<file path="src/rtl/decode_stage_hz.sv">
// Decode stage: instruction decode, register file, load-use hazard detection with
// bubble insertion, EX/WB operand bypass and the ID/EX pipeline register.
module decode_stage_hz #(
  parameter int unsigned XLEN     = 32,
  parameter logic [31:0] NOP_INST = 32'h00000013,
  parameter int unsigned CNT_W    = 16,
  parameter bit          FWD_EN   = 1'b1
) (
  input  logic             i_decode_clk,
  input  logic             i_decode_reset,
  input  logic [XLEN-1:0]  i_decode_pc,
  input  logic [31:0]      i_decode_inst,
  input  logic             i_decode_inst_vld,
  input  logic [XLEN-1:0]  i_decode_rd_data,
  input  logic [4:0]       i_decode_rd_addr,
  input  logic             i_decode_rd_wren,
  input  logic             i_decode_flush,
  input  logic             i_decode_hold,
  input  logic [XLEN-1:0]  i_decode_alu_data_execute,
  input  logic             i_decode_cnt_clr,
  output logic [31:0]      o_decode_inst_ex,
  output logic [XLEN-1:0]  o_decode_pc_ex,
  output logic [XLEN-1:0]  o_decode_rs1_data_ex,
  output logic [XLEN-1:0]  o_decode_rs2_data_ex,
  output logic [XLEN-1:0]  o_decode_imm_out_ex,
  output logic [3:0]       o_decode_alu_op_ex,
  output logic             o_decode_br_un_ex,
  output logic             o_decode_asel_ex,
  output logic             o_decode_bsel_ex,
  output logic             o_decode_lsu_wren_ex,
  output logic [2:0]       o_decode_slt_sl_ex,
  output logic [1:0]       o_decode_wb_sel_ex,
  output logic             o_decode_rd_wren_ex,
  output logic             o_insn_vld_ctrl,
  output logic             o_decode_vld_ex,
  output logic             o_decode_stall_req,
  output logic [4:0]       o_decode_rs1_addr_hazard,
  output logic [4:0]       o_decode_rs2_addr_hazard,
  output logic [CNT_W-1:0] o_decode_bubble_cnt
);

  localparam logic [6:0] OpLui    = 7'b0110111;
  localparam logic [6:0] OpAuipc  = 7'b0010111;
  localparam logic [6:0] OpJal    = 7'b1101111;
  localparam logic [6:0] OpJalr   = 7'b1100111;
  localparam logic [6:0] OpBranch = 7'b1100011;
  localparam logic [6:0] OpLoad   = 7'b0000011;
  localparam logic [6:0] OpStore  = 7'b0100011;
  localparam logic [6:0] OpImm    = 7'b0010011;
  localparam logic [6:0] OpReg    = 7'b0110011;
  localparam logic [6:0] OpFence  = 7'b0001111;
  localparam logic [6:0] OpSystem = 7'b1110011;

  // Instruction fields
  logic [6:0] opcode;
  logic [2:0] funct3;
  logic       funct7b5;
  logic [4:0] rs1_addr;
  logic [4:0] rs2_addr;

  assign opcode   = i_decode_inst[6:0];
  assign funct3   = i_decode_inst[14:12];
  assign funct7b5 = i_decode_inst[30];
  assign rs1_addr = i_decode_inst[19:15];
  assign rs2_addr = i_decode_inst[24:20];

  assign o_decode_rs1_addr_hazard = rs1_addr;
  assign o_decode_rs2_addr_hazard = rs2_addr;

  // Immediate formats
  logic [31:0] imm_i, imm_s, imm_b, imm_u, imm_j;

  assign imm_i = {{20{i_decode_inst[31]}}, i_decode_inst[31:20]};
  assign imm_s = {{20{i_decode_inst[31]}}, i_decode_inst[31:25], i_decode_inst[11:7]};
  assign imm_b = {{19{i_decode_inst[31]}}, i_decode_inst[31], i_decode_inst[7],
                  i_decode_inst[30:25], i_decode_inst[11:8], 1'b0};
  assign imm_u = {i_decode_inst[31:12], 12'd0};
  assign imm_j = {{11{i_decode_inst[31]}}, i_decode_inst[31], i_decode_inst[19:12],
                  i_decode_inst[20], i_decode_inst[30:21], 1'b0};

  // Control decode
  logic [3:0]  alu_op;
  logic        br_un, asel, bsel, lsu_wren, rd_wren, insn_vld;
  logic [2:0]  slt_sl;
  logic [1:0]  wb_sel;
  logic [31:0] imm32;
  logic        rs1_used, rs2_used;
  logic [XLEN-1:0] imm_x;

  // Opcode decode into execute/memory/writeback controls and operand usage.
  // wb_sel: 0 = memory, 1 = ALU, 2 = PC+4, 3 = immediate.
  always_comb begin
    alu_op   = 4'd0;
    br_un    = 1'b0;
    asel     = 1'b0;
    bsel     = 1'b1;
    lsu_wren = 1'b0;
    slt_sl   = 3'd0;
    wb_sel   = 2'd1;
    rd_wren  = 1'b0;
    insn_vld = 1'b1;
    imm32    = 32'd0;
    rs1_used = 1'b1;
    rs2_used = 1'b0;
    case (opcode)
      OpLui: begin
        rd_wren  = 1'b1;
        wb_sel   = 2'd3;
        rs1_used = 1'b0;
        imm32    = imm_u;
      end
      OpAuipc: begin
        rd_wren  = 1'b1;
        asel     = 1'b1;
        rs1_used = 1'b0;
        imm32    = imm_u;
      end
      OpJal: begin
        rd_wren  = 1'b1;
        asel     = 1'b1;
        wb_sel   = 2'd2;
        rs1_used = 1'b0;
        imm32    = imm_j;
      end
      OpJalr: begin
        rd_wren = 1'b1;
        wb_sel  = 2'd2;
        imm32   = imm_i;
      end
      OpBranch: begin
        asel     = 1'b1;
        br_un    = funct3[1];
        rs2_used = 1'b1;
        imm32    = imm_b;
      end
      OpLoad: begin
        rd_wren = 1'b1;
        wb_sel  = 2'd0;
        slt_sl  = funct3;
        imm32   = imm_i;
      end
      OpStore: begin
        lsu_wren = 1'b1;
        slt_sl   = funct3;
        rs2_used = 1'b1;
        imm32    = imm_s;
      end
      OpImm: begin
        rd_wren = 1'b1;
        // funct7[5] only distinguishes SRAI from SRLI among immediate ops
        alu_op  = {(funct3 == 3'b101) & funct7b5, funct3};
        imm32   = imm_i;
      end
      OpReg: begin
        rd_wren  = 1'b1;
        bsel     = 1'b0;
        alu_op   = {funct7b5, funct3};
        rs2_used = 1'b1;
      end
      OpFence, OpSystem: begin
      end
      default: insn_vld = 1'b0;
    endcase
  end

  assign imm_x = XLEN'($signed(imm32));

  // ID/EX state
  logic [31:0]     inst_ex_q;
  logic [XLEN-1:0] pc_ex_q, rs1_ex_q, rs2_ex_q, imm_ex_q;
  logic [3:0]      alu_op_ex_q;
  logic            br_un_ex_q, asel_ex_q, bsel_ex_q, lsu_wren_ex_q, rd_wren_ex_q;
  logic [2:0]      slt_sl_ex_q;
  logic [1:0]      wb_sel_ex_q;
  logic            insn_vld_ex_q, vld_ex_q;
  logic [CNT_W-1:0] bubble_cnt_q;

  // Hazard detection against the instruction currently in EX
  logic [4:0] ex_rd;
  logic       ex_is_load, load_use, ex_fwd_ok, ex_clear, bubble_ins;

  assign ex_rd      = inst_ex_q[11:7];
  assign ex_is_load = vld_ex_q && (inst_ex_q[6:0] == OpLoad) && (ex_rd != 5'd0);
  assign load_use   = ex_is_load && i_decode_inst_vld &&
                      ((rs1_used && (rs1_addr == ex_rd)) || (rs2_used && (rs2_addr == ex_rd)));
  assign o_decode_stall_req = load_use && !i_decode_flush;

  // A load's result is not ready in EX, so it is never bypassed
  assign ex_fwd_ok  = FWD_EN && vld_ex_q && rd_wren_ex_q && !ex_is_load;
  assign ex_clear   = i_decode_reset || i_decode_flush || (load_use && !i_decode_hold);
  assign bubble_ins = load_use && !i_decode_flush && !i_decode_hold;

  // Register file
  logic [XLEN-1:0] rf_q [32];
  logic [XLEN-1:0] rs1_val, rs2_val;

  // Synchronous writeback; x0 is never written.
  always_ff @(posedge i_decode_clk) begin
    if (i_decode_rd_wren && (i_decode_rd_addr != 5'd0)) begin
      rf_q[i_decode_rd_addr] <= i_decode_rd_data;
    end
  end

  // Operand select: EX bypass, then WB write-through, then regfile.
  always_comb begin
    rs1_val = rf_q[rs1_addr];
    if (rs1_addr == 5'd0) begin
      rs1_val = '0;
    end else if (ex_fwd_ok && (ex_rd == rs1_addr)) begin
      rs1_val = i_decode_alu_data_execute;
    end else if (i_decode_rd_wren && (i_decode_rd_addr == rs1_addr)) begin
      rs1_val = i_decode_rd_data;
    end
    rs2_val = rf_q[rs2_addr];
    if (rs2_addr == 5'd0) begin
      rs2_val = '0;
    end else if (ex_fwd_ok && (ex_rd == rs2_addr)) begin
      rs2_val = i_decode_alu_data_execute;
    end else if (i_decode_rd_wren && (i_decode_rd_addr == rs2_addr)) begin
      rs2_val = i_decode_rd_data;
    end
  end

  // ID/EX register: cleared on reset, flush or bubble; otherwise captures unless held.
  always_ff @(posedge i_decode_clk) begin
    if (ex_clear) begin
      inst_ex_q     <= NOP_INST;
      pc_ex_q       <= '0;
      rs1_ex_q      <= '0;
      rs2_ex_q      <= '0;
      imm_ex_q      <= '0;
      alu_op_ex_q   <= 4'd0;
      br_un_ex_q    <= 1'b0;
      asel_ex_q     <= 1'b0;
      bsel_ex_q     <= 1'b0;
      lsu_wren_ex_q <= 1'b0;
      slt_sl_ex_q   <= 3'd0;
      wb_sel_ex_q   <= 2'd0;
      rd_wren_ex_q  <= 1'b0;
      insn_vld_ex_q <= 1'b1;
      vld_ex_q      <= 1'b0;
    end else if (!i_decode_hold) begin
      inst_ex_q     <= i_decode_inst;
      pc_ex_q       <= i_decode_pc;
      rs1_ex_q      <= rs1_val;
      rs2_ex_q      <= rs2_val;
      imm_ex_q      <= imm_x;
      alu_op_ex_q   <= alu_op;
      br_un_ex_q    <= br_un;
      asel_ex_q     <= asel;
      bsel_ex_q     <= bsel;
      lsu_wren_ex_q <= lsu_wren;
      slt_sl_ex_q   <= slt_sl;
      wb_sel_ex_q   <= wb_sel;
      rd_wren_ex_q  <= rd_wren;
      insn_vld_ex_q <= insn_vld;
      vld_ex_q      <= i_decode_inst_vld;
    end
  end

  // Saturating count of inserted load-use bubbles; clear wins over increment.
  always_ff @(posedge i_decode_clk) begin
    if (i_decode_reset || i_decode_cnt_clr) begin
      bubble_cnt_q <= '0;
    end else if (bubble_ins && (bubble_cnt_q != {CNT_W{1'b1}})) begin
      bubble_cnt_q <= bubble_cnt_q + CNT_W'(1);
    end
  end

  assign o_decode_inst_ex     = inst_ex_q;
  assign o_decode_pc_ex       = pc_ex_q;
  assign o_decode_rs1_data_ex = rs1_ex_q;
  assign o_decode_rs2_data_ex = rs2_ex_q;
  assign o_decode_imm_out_ex  = imm_ex_q;
  assign o_decode_alu_op_ex   = alu_op_ex_q;
  assign o_decode_br_un_ex    = br_un_ex_q;
  assign o_decode_asel_ex     = asel_ex_q;
  assign o_decode_bsel_ex     = bsel_ex_q;
  assign o_decode_lsu_wren_ex = lsu_wren_ex_q;
  assign o_decode_slt_sl_ex   = slt_sl_ex_q;
  assign o_decode_wb_sel_ex   = wb_sel_ex_q;
  assign o_decode_rd_wren_ex  = rd_wren_ex_q;
  assign o_insn_vld_ctrl      = insn_vld_ex_q;
  assign o_decode_vld_ex      = vld_ex_q;
  assign o_decode_bubble_cnt  = bubble_cnt_q;

endmodule

</file>
<file path="config.mk">
export PLATFORM = sky130hd
export DESIGN_NAME = decode_stage_hz
export DESIGN_NICKNAME = d
export VERILOG_FILES = /design/src/rtl/decode_stage_hz.sv
export SDC_FILE = /design/constraint.sdc
export NUM_CORES = 2
export LEC_CHECK = 0
export CAP_MARGIN = 20
export CORE_ASPECT_RATIO = 0.9
export CORE_MARGIN = 4
export CORE_UTILIZATION = 60
export DETAILED_ROUTE_END_ITERATION = 16
export MAX_ROUTING_LAYER = met4
export PLACE_DENSITY_LB_ADDON = 0.2
export SKIP_LAST_GASP = 1
export SLEW_MARGIN = 20
export SYNTH_ARGS = -nofsm -noshare
export SYNTH_HDL_FRONTEND = slang
export SYNTH_SLANG_ARGS = --single-unit
</file>
<file path="constraint.sdc">
create_clock -name i_decode_clk -period 3.56 [get_ports i_decode_clk]
set_input_delay 0.534 -clock i_decode_clk [delete_from_list [all_inputs] [get_ports i_decode_clk]]
set_output_delay 0.534 -clock i_decode_clk [all_outputs]
set_load 0.1 [all_outputs]
</file>
Word-level counts from Yosys, hierarchy flattened. Memories as Yosys holds them, arrays and structs flattened. Index checks and enable logic that the tools add are counted.

Memories kept: 1. Bits in writable memories: 1024. Bits in registers: 192. Output and inout port bits: 203. Logic and storage cells: 96. Input bits: 140.

Equal/unequal tests: 20. $add $sub $neg: 1. Muxes and demuxes: 20. Bitwise gates (word level): 1. Reduce and logical (&&, ||, !) cells: 37.

Memory list: rf_q (words 32, bits a word 32, rd ports 2, clocked after Yosys merged registers in 0, write ports 1, line 194) `logic [XLEN-1:0] rf_q [32];`.

Operators by type and width (count): 2-to-1 mux 32 bit (6); one-hot mux 32 bit (5 select lines) (1); equality test 5 bit (6); equality test 7 bit (second input constant) (4); equality test 7 x 6 -> 1 bit (second input constant) (3); logical AND 1 bit (17); adder 16 x 1 -> 16 bit (second input constant) (1); inequality test 16 bit (second input constant) (1); equality test 7 x 2 -> 1 bit (second input constant) (2); equality test 7 x 5 -> 1 bit (second input constant) (2); OR reduction 3 bit (4); OR reduction 11 bit (1); zero test 5 bit (2); 2-to-1 mux 1 bit (10); nonzero test 5 bit (2); one-hot mux 4 bit (2 select lines) (1); equality test 7 x 4 -> 1 bit (second input constant) (1); OR reduction 7 bit (1); one-hot mux 2 bit (3 select lines) (1); OR reduction 2 bit (3); logical OR 1 bit (4); equality test 3 bit (second input constant) (1); zero test 1 bit (3); 2-to-1 mux 3 bit (1); bitwise AND 1 bit (1).

Depth between registers and ports, before layout.
Depth in word-level cells: 9. Depth in mapped cells: 11. Mapped depth without buffers: 8.

Worst setup path before layout. No wires, ideal clock.

Kind: register -> register. From: register inst_ex_q[0] (netlist: o_decode_inst_ex[0]). To: register rs2_ex_q[10] (netlist: o_decode_rs2_data_ex[10]). Arrival time: 2.955 ns. Path buffers: 2. Slack: 0.473 ns. Cell stages (with the launch flop): 9. Required time: 3.428 ns. Library setup time: 0.132 ns. Period minus slack after synthesis: 3.087 ns. Path through: dfxtp_1 -> nor4bb_1 -> o211ai_2 -> or4_1 -> o41a_1 -> o21ai_1 -> clkbuf_1 -> clkbuf_1 -> a21oi_1.

Longest elaborated chain between the ends: 8. Elaborated cells between the ends (all ways): 12. Those cells by class: 1 x eq/ne; 2 x mux; 9 x reduce/logical.

Ends and longest elaborated chain: start, declared (line 169) `logic [31:0] inst_ex_q;`; start signal, assigned (line 243) `inst_ex_q <= i_decode_inst;`; equality test 7 x 2 -> 1 bit * (line 183) `assign ex_is_load = vld_ex_q && (inst_ex_q[6:0] == OpLoad) && (ex_rd != 5'd0);`; logical AND 1 bit * (2 in a row) (line 183); zero test 1 bit (line 189) `assign ex_fwd_ok = FWD_EN && vld_ex_q && rd_wren_ex_q && !ex_is_load;`; logical AND 1 bit (line 189); logical AND 1 bit (line 217) `end else if (ex_fwd_ok && (ex_rd == rs2_addr)) begin`; 2-to-1 mux 32 bit (line 217); 2-to-1 mux 32 bit (line 215) `if (rs2_addr == 5'd0) begin`; end signal, assigned (line 246) `rs2_ex_q <= rs2_val;`; end, declared (line 170) `logic [XLEN-1:0] pc_ex_q, rs1_ex_q, rs2_ex_q, imm_ex_q;`.

Mark *: on every way between the ends. The rest lies on a longest branch, timed or not. A chain may end at the register's enable or synchronous reset.

Worst setup path in the final report.
From: input port i_decode_inst[2]. To: output port o_decode_stall_req.

Longest elaborated chain between the ends: 7. Elaborated cells between the ends (all ways): 15. Those cells by class: 6 x eq/ne; 2 x mux; 7 x reduce/logical.

Ends and longest elaborated chain: start, declared (line 12) `input logic [31:0] i_decode_inst,`; equality test 7 bit (tied with other cells) (line 105) `case (opcode)`; OR reduction 3 bit (no line); 2-to-1 mux 1 bit (line 105); logical AND 1 bit (line 185) `((rs1_used && (rs1_addr == ex_rd)) || (rs2_used && (rs2_addr == ex_rd)));`; logical OR 1 bit * (line 185); logical AND 1 bit * (line 184) `assign load_use = ex_is_load && i_decode_inst_vld &&`; logical AND 1 bit * (line 186) `assign o_decode_stall_req = load_use && !i_decode_flush;`; end, declared (line 36) `output logic o_decode_stall_req,`.

Marks and branches as above.

==> results.yml <==
sta:
  setup_slack_ns: 0.2920
  fin_crit_ns: 3.268
  maxClockFrequency_mhz: 306.0
  rsz0062_at_grt: "no"
  worst_pin_slew_ns: 1.119
  relSlewSlack: 0.2540
  holdWs_ns: 0.3766
  tns_ns: 0
  setup_violations: 0
  finalHoldViolCount: 0
  period_share: 0.9180
  slew_viol_final: 0
  skew_ns: 0.02171
floorplanning:
  core_um2: 93100
  initial_core_util: 0.6063
  die_w_um: 331.3
  dieArea_um2: 99050
  std_cell_rows: 106
  die_y_um: 299.0
  ios: 343
drt:
  ant_nets: 0
  wl_um: 197100
  first_pass_iters: 6
  wire_per_inst_um: 33.32
  via_per_inst: 7.124
  vias: 42140
  drt_iter0_markers: 7068
  route.detailed.drc: 0
grt:
  grt_pass1_vias: 40270
  grt_overflow: 0
  grt_pass1_wl_um: 277700
  grtUsageTotal: 0.3955
  antenna_found_initial: 5
  grt_max_degree: 149
yosys:
  synthDominantCellAreaShare: 0.5448
  netlist_instances: 4203
  avgSynthCellArea_um2: 13.43
  yosysSeqAreaShare: 0.6129
  synth_ff_type: "edfxtp_1"
  muxShareOfSynthArea: 0.1930
  synth_top_family_by_area: "multiplexers"
  synth_xor_xnor_area_share: 0.003879
  synthesis.area_um2: 56450
  ys_types: 63
  synth_fa_ha_area_frac: 0.0002217
  synth_compound_area_frac: 0.09381
  yosys_warnings: 0
  synth_edf_count: 1024
  async_reset_ff_frac: 0
  synth_area_leaders: "edfxtp_1, mux2i_1, a22oi_1, dfxtp_1, nor2_1"
  yosys_register_bits: 1216
  synthSimpleGateAreaFrac: 0.06971
  yosysTopAreaCell: "edfxtp_1"
run:
  maxCapViolations: 0
critical_path:
  slowest_delay_ns: 0.63
  arrival_ns: 2.73
  crit_type: "input port to primary output"
  cp_max_fo: 9
  cp_slowest_cell: "clkdlybuf4s50_1"
  crit_chain: "clkdlybuf4s50_1, nand4b_1, nor2_1, buf_4, a2111oi_0, o211a_1, buf_12"
  endpoint_kind: "primary output"
  start_kind: "input port"
  cp.required_ns: 3.03
power:
  peakVddDrop_mv: 0.4106
  leakage_uw: 0.02437
  p_per_area_nw_per_um2: 467.7
min_path:
  hold_class: "input port to register"
cts:
  clk_latency_ns: 0.71
  path_clk_slew_ns: 0.06
  ctsResizeCount: 0
  cts_tree: "done"
  clock_path_buffers: 3
  post_cts_buffers: 0
  cts_sinks: 1216
  holdBufCountCts: 0
  cts_max_level: 3
  numCtsBuffers: 118
  root_buffer: "clkbuf_16"
finish:
  final_common_cell: "mux2i_1"
  syn2layout_area_growth_pct: 18.54
  nets: 4703
  final_cell_mix: "mux2i_1, edfxtp_1, a22oi_1, clkdlybuf4s50_1, nor2_1"
  drive_above_1_share: 0.1070
  fin_area_um2: 66910
status:
  status: "completed"
place:
  portBuffers: 342
  place.gp.congestion: 0.9188
  place_area_um2: 63140
  dp_worst_setup_slack_ns: 0.1305
  hpwl_um: 114800
## metrics by stage
step                cells  utilization  power (uW)
floorplan            4234            -       18040
global placement     5684       0.6782       19280
detailed placement   5684       0.6782       19330
CTS                  5904       0.7183       31220
global route         5910       0.7185       32070
finish               5915       0.7186       31290
## cells by family after synthesis
family | Yosys count
flip-flops | 1216
multiplexers | 1066
AND/OR/NAND/NOR | 778
AO/OA/AOI/OAI | 749
buffers and inverters | 367
XOR/XNOR | 25
adder cells (fa/ha/maj) | 1
other | 1
## final cells by class
| type | instances | area (um2) |
|---|---|---|
| fill | 6122 | 26200 |
| antenna | 11 | 27.53 |
| multi-input combinational | 2651 | 21000 |
| inverter | 22 | 82.58 |
| timing repair buffer | 553 | 5909 |
| clock inverter | 47 | 322.8 |
| sequential | 1216 | 34590 |
| clock buffer | 173 | 3416 |
| tap | 1242 | 1554 |
## where the power goes
part           switching [uW]  internal, uW
Clock                    5340          6830
Combinational            2220          1120
Sequential                131         15700
## sequential cells by signal (all words and copies together), names as in the netlist
register,cells
o_decode_alu_op_ex,4
o_decode_asel_ex,1
o_decode_br_un_ex,1
o_decode_bsel_ex,1
o_decode_bubble_cnt,16
o_decode_imm_out_ex,32
o_decode_inst_ex,32
o_decode_lsu_wren_ex,1
o_decode_pc_ex,32
o_decode_rd_wren_ex,1
o_decode_rs1_data_ex,32
o_decode_rs2_data_ex,32
o_decode_slt_sl_ex,3
o_decode_vld_ex,1
o_decode_wb_sel_ex,2
o_insn_vld_ctrl,1
rf_q,1024
## cells in the mapped netlist (3+ instances only)
| cell | instances |
|---|---|
| a22o_1 | 6 |
| nand4_1 | 131 |
| xnor2_1 | 19 |
| buf_2 | 25 |
| a21o_1 | 12 |
| a2111oi_0 | 3 |
| a31o_2 | 5 |
| xor2_1 | 6 |
| clkbuf_1 | 253 |
| buf_1 | 51 |
| buf_6 | 6 |
| and3_1 | 3 |
| and4_1 | 3 |
| nand2b_1 | 6 |
| and4b_1 | 8 |
| a22oi_1 | 522 |
| edfxtp_1 | 1024 |
| or3_1 | 66 |
| nor4b_1 | 9 |
| buf_4 | 10 |
| dfxtp_1 | 192 |
| nand3_1 | 76 |
| nor2_1 | 285 |
| nor4bb_1 | 13 |
| a221oi_1 | 13 |
| o21ai_0 | 70 |
| mux2i_1 | 1048 |
| inv_1 | 22 |
| a21oi_1 | 91 |
| nor3_1 | 7 |
| nor4_1 | 6 |
| mux4_2 | 18 |
| or4_1 | 3 |
| nand2_1 | 104 |
| a211o_1 | 3 |
| nor2b_1 | 47 |
## worst max-delay path, delay by kind of cell
family          cells  cell delay (ns)
buf+inv             3             0.98
compound gates      2             0.89
simple gates        2             0.31
## routing by layer
| layer | track usage | part of all wire | wire length [um] |
|---|---|---|---|
| met5 | - | 0 | 0 |
| met4 | 0.1922 | 0.058 | 11350 |
| met3 | 0.1214 | 0.15 | 29710 |
| met2 | 0.5715 | 0.43 | 85690 |
| met1 | 0.5115 | 0.36 | 70330 |
## final timing paths
check | from | end | slack, ns | cells past startpoint
min reg2reg | o_decode_rs1_data_ex[26]$_SDFFE_PP0N_ | o_decode_rs1_data_ex[26]$_SDFFE_PP0N_ | 0.46 | 2
max reg2reg | o_decode_inst_ex[11]$_SDFFE_PP0N_ | o_decode_rs1_data_ex[28]$_SDFFE_PP0N_ | 0.38 | 8
max | i_decode_inst[2] | o_decode_stall_req | 0.29 | 7
min | i_decode_inst[24] | o_decode_imm_out_ex[24]$_SDFFE_PP0N_ | 0.38 | 3
No activity file was read; power rests on OpenSTA's default activity.
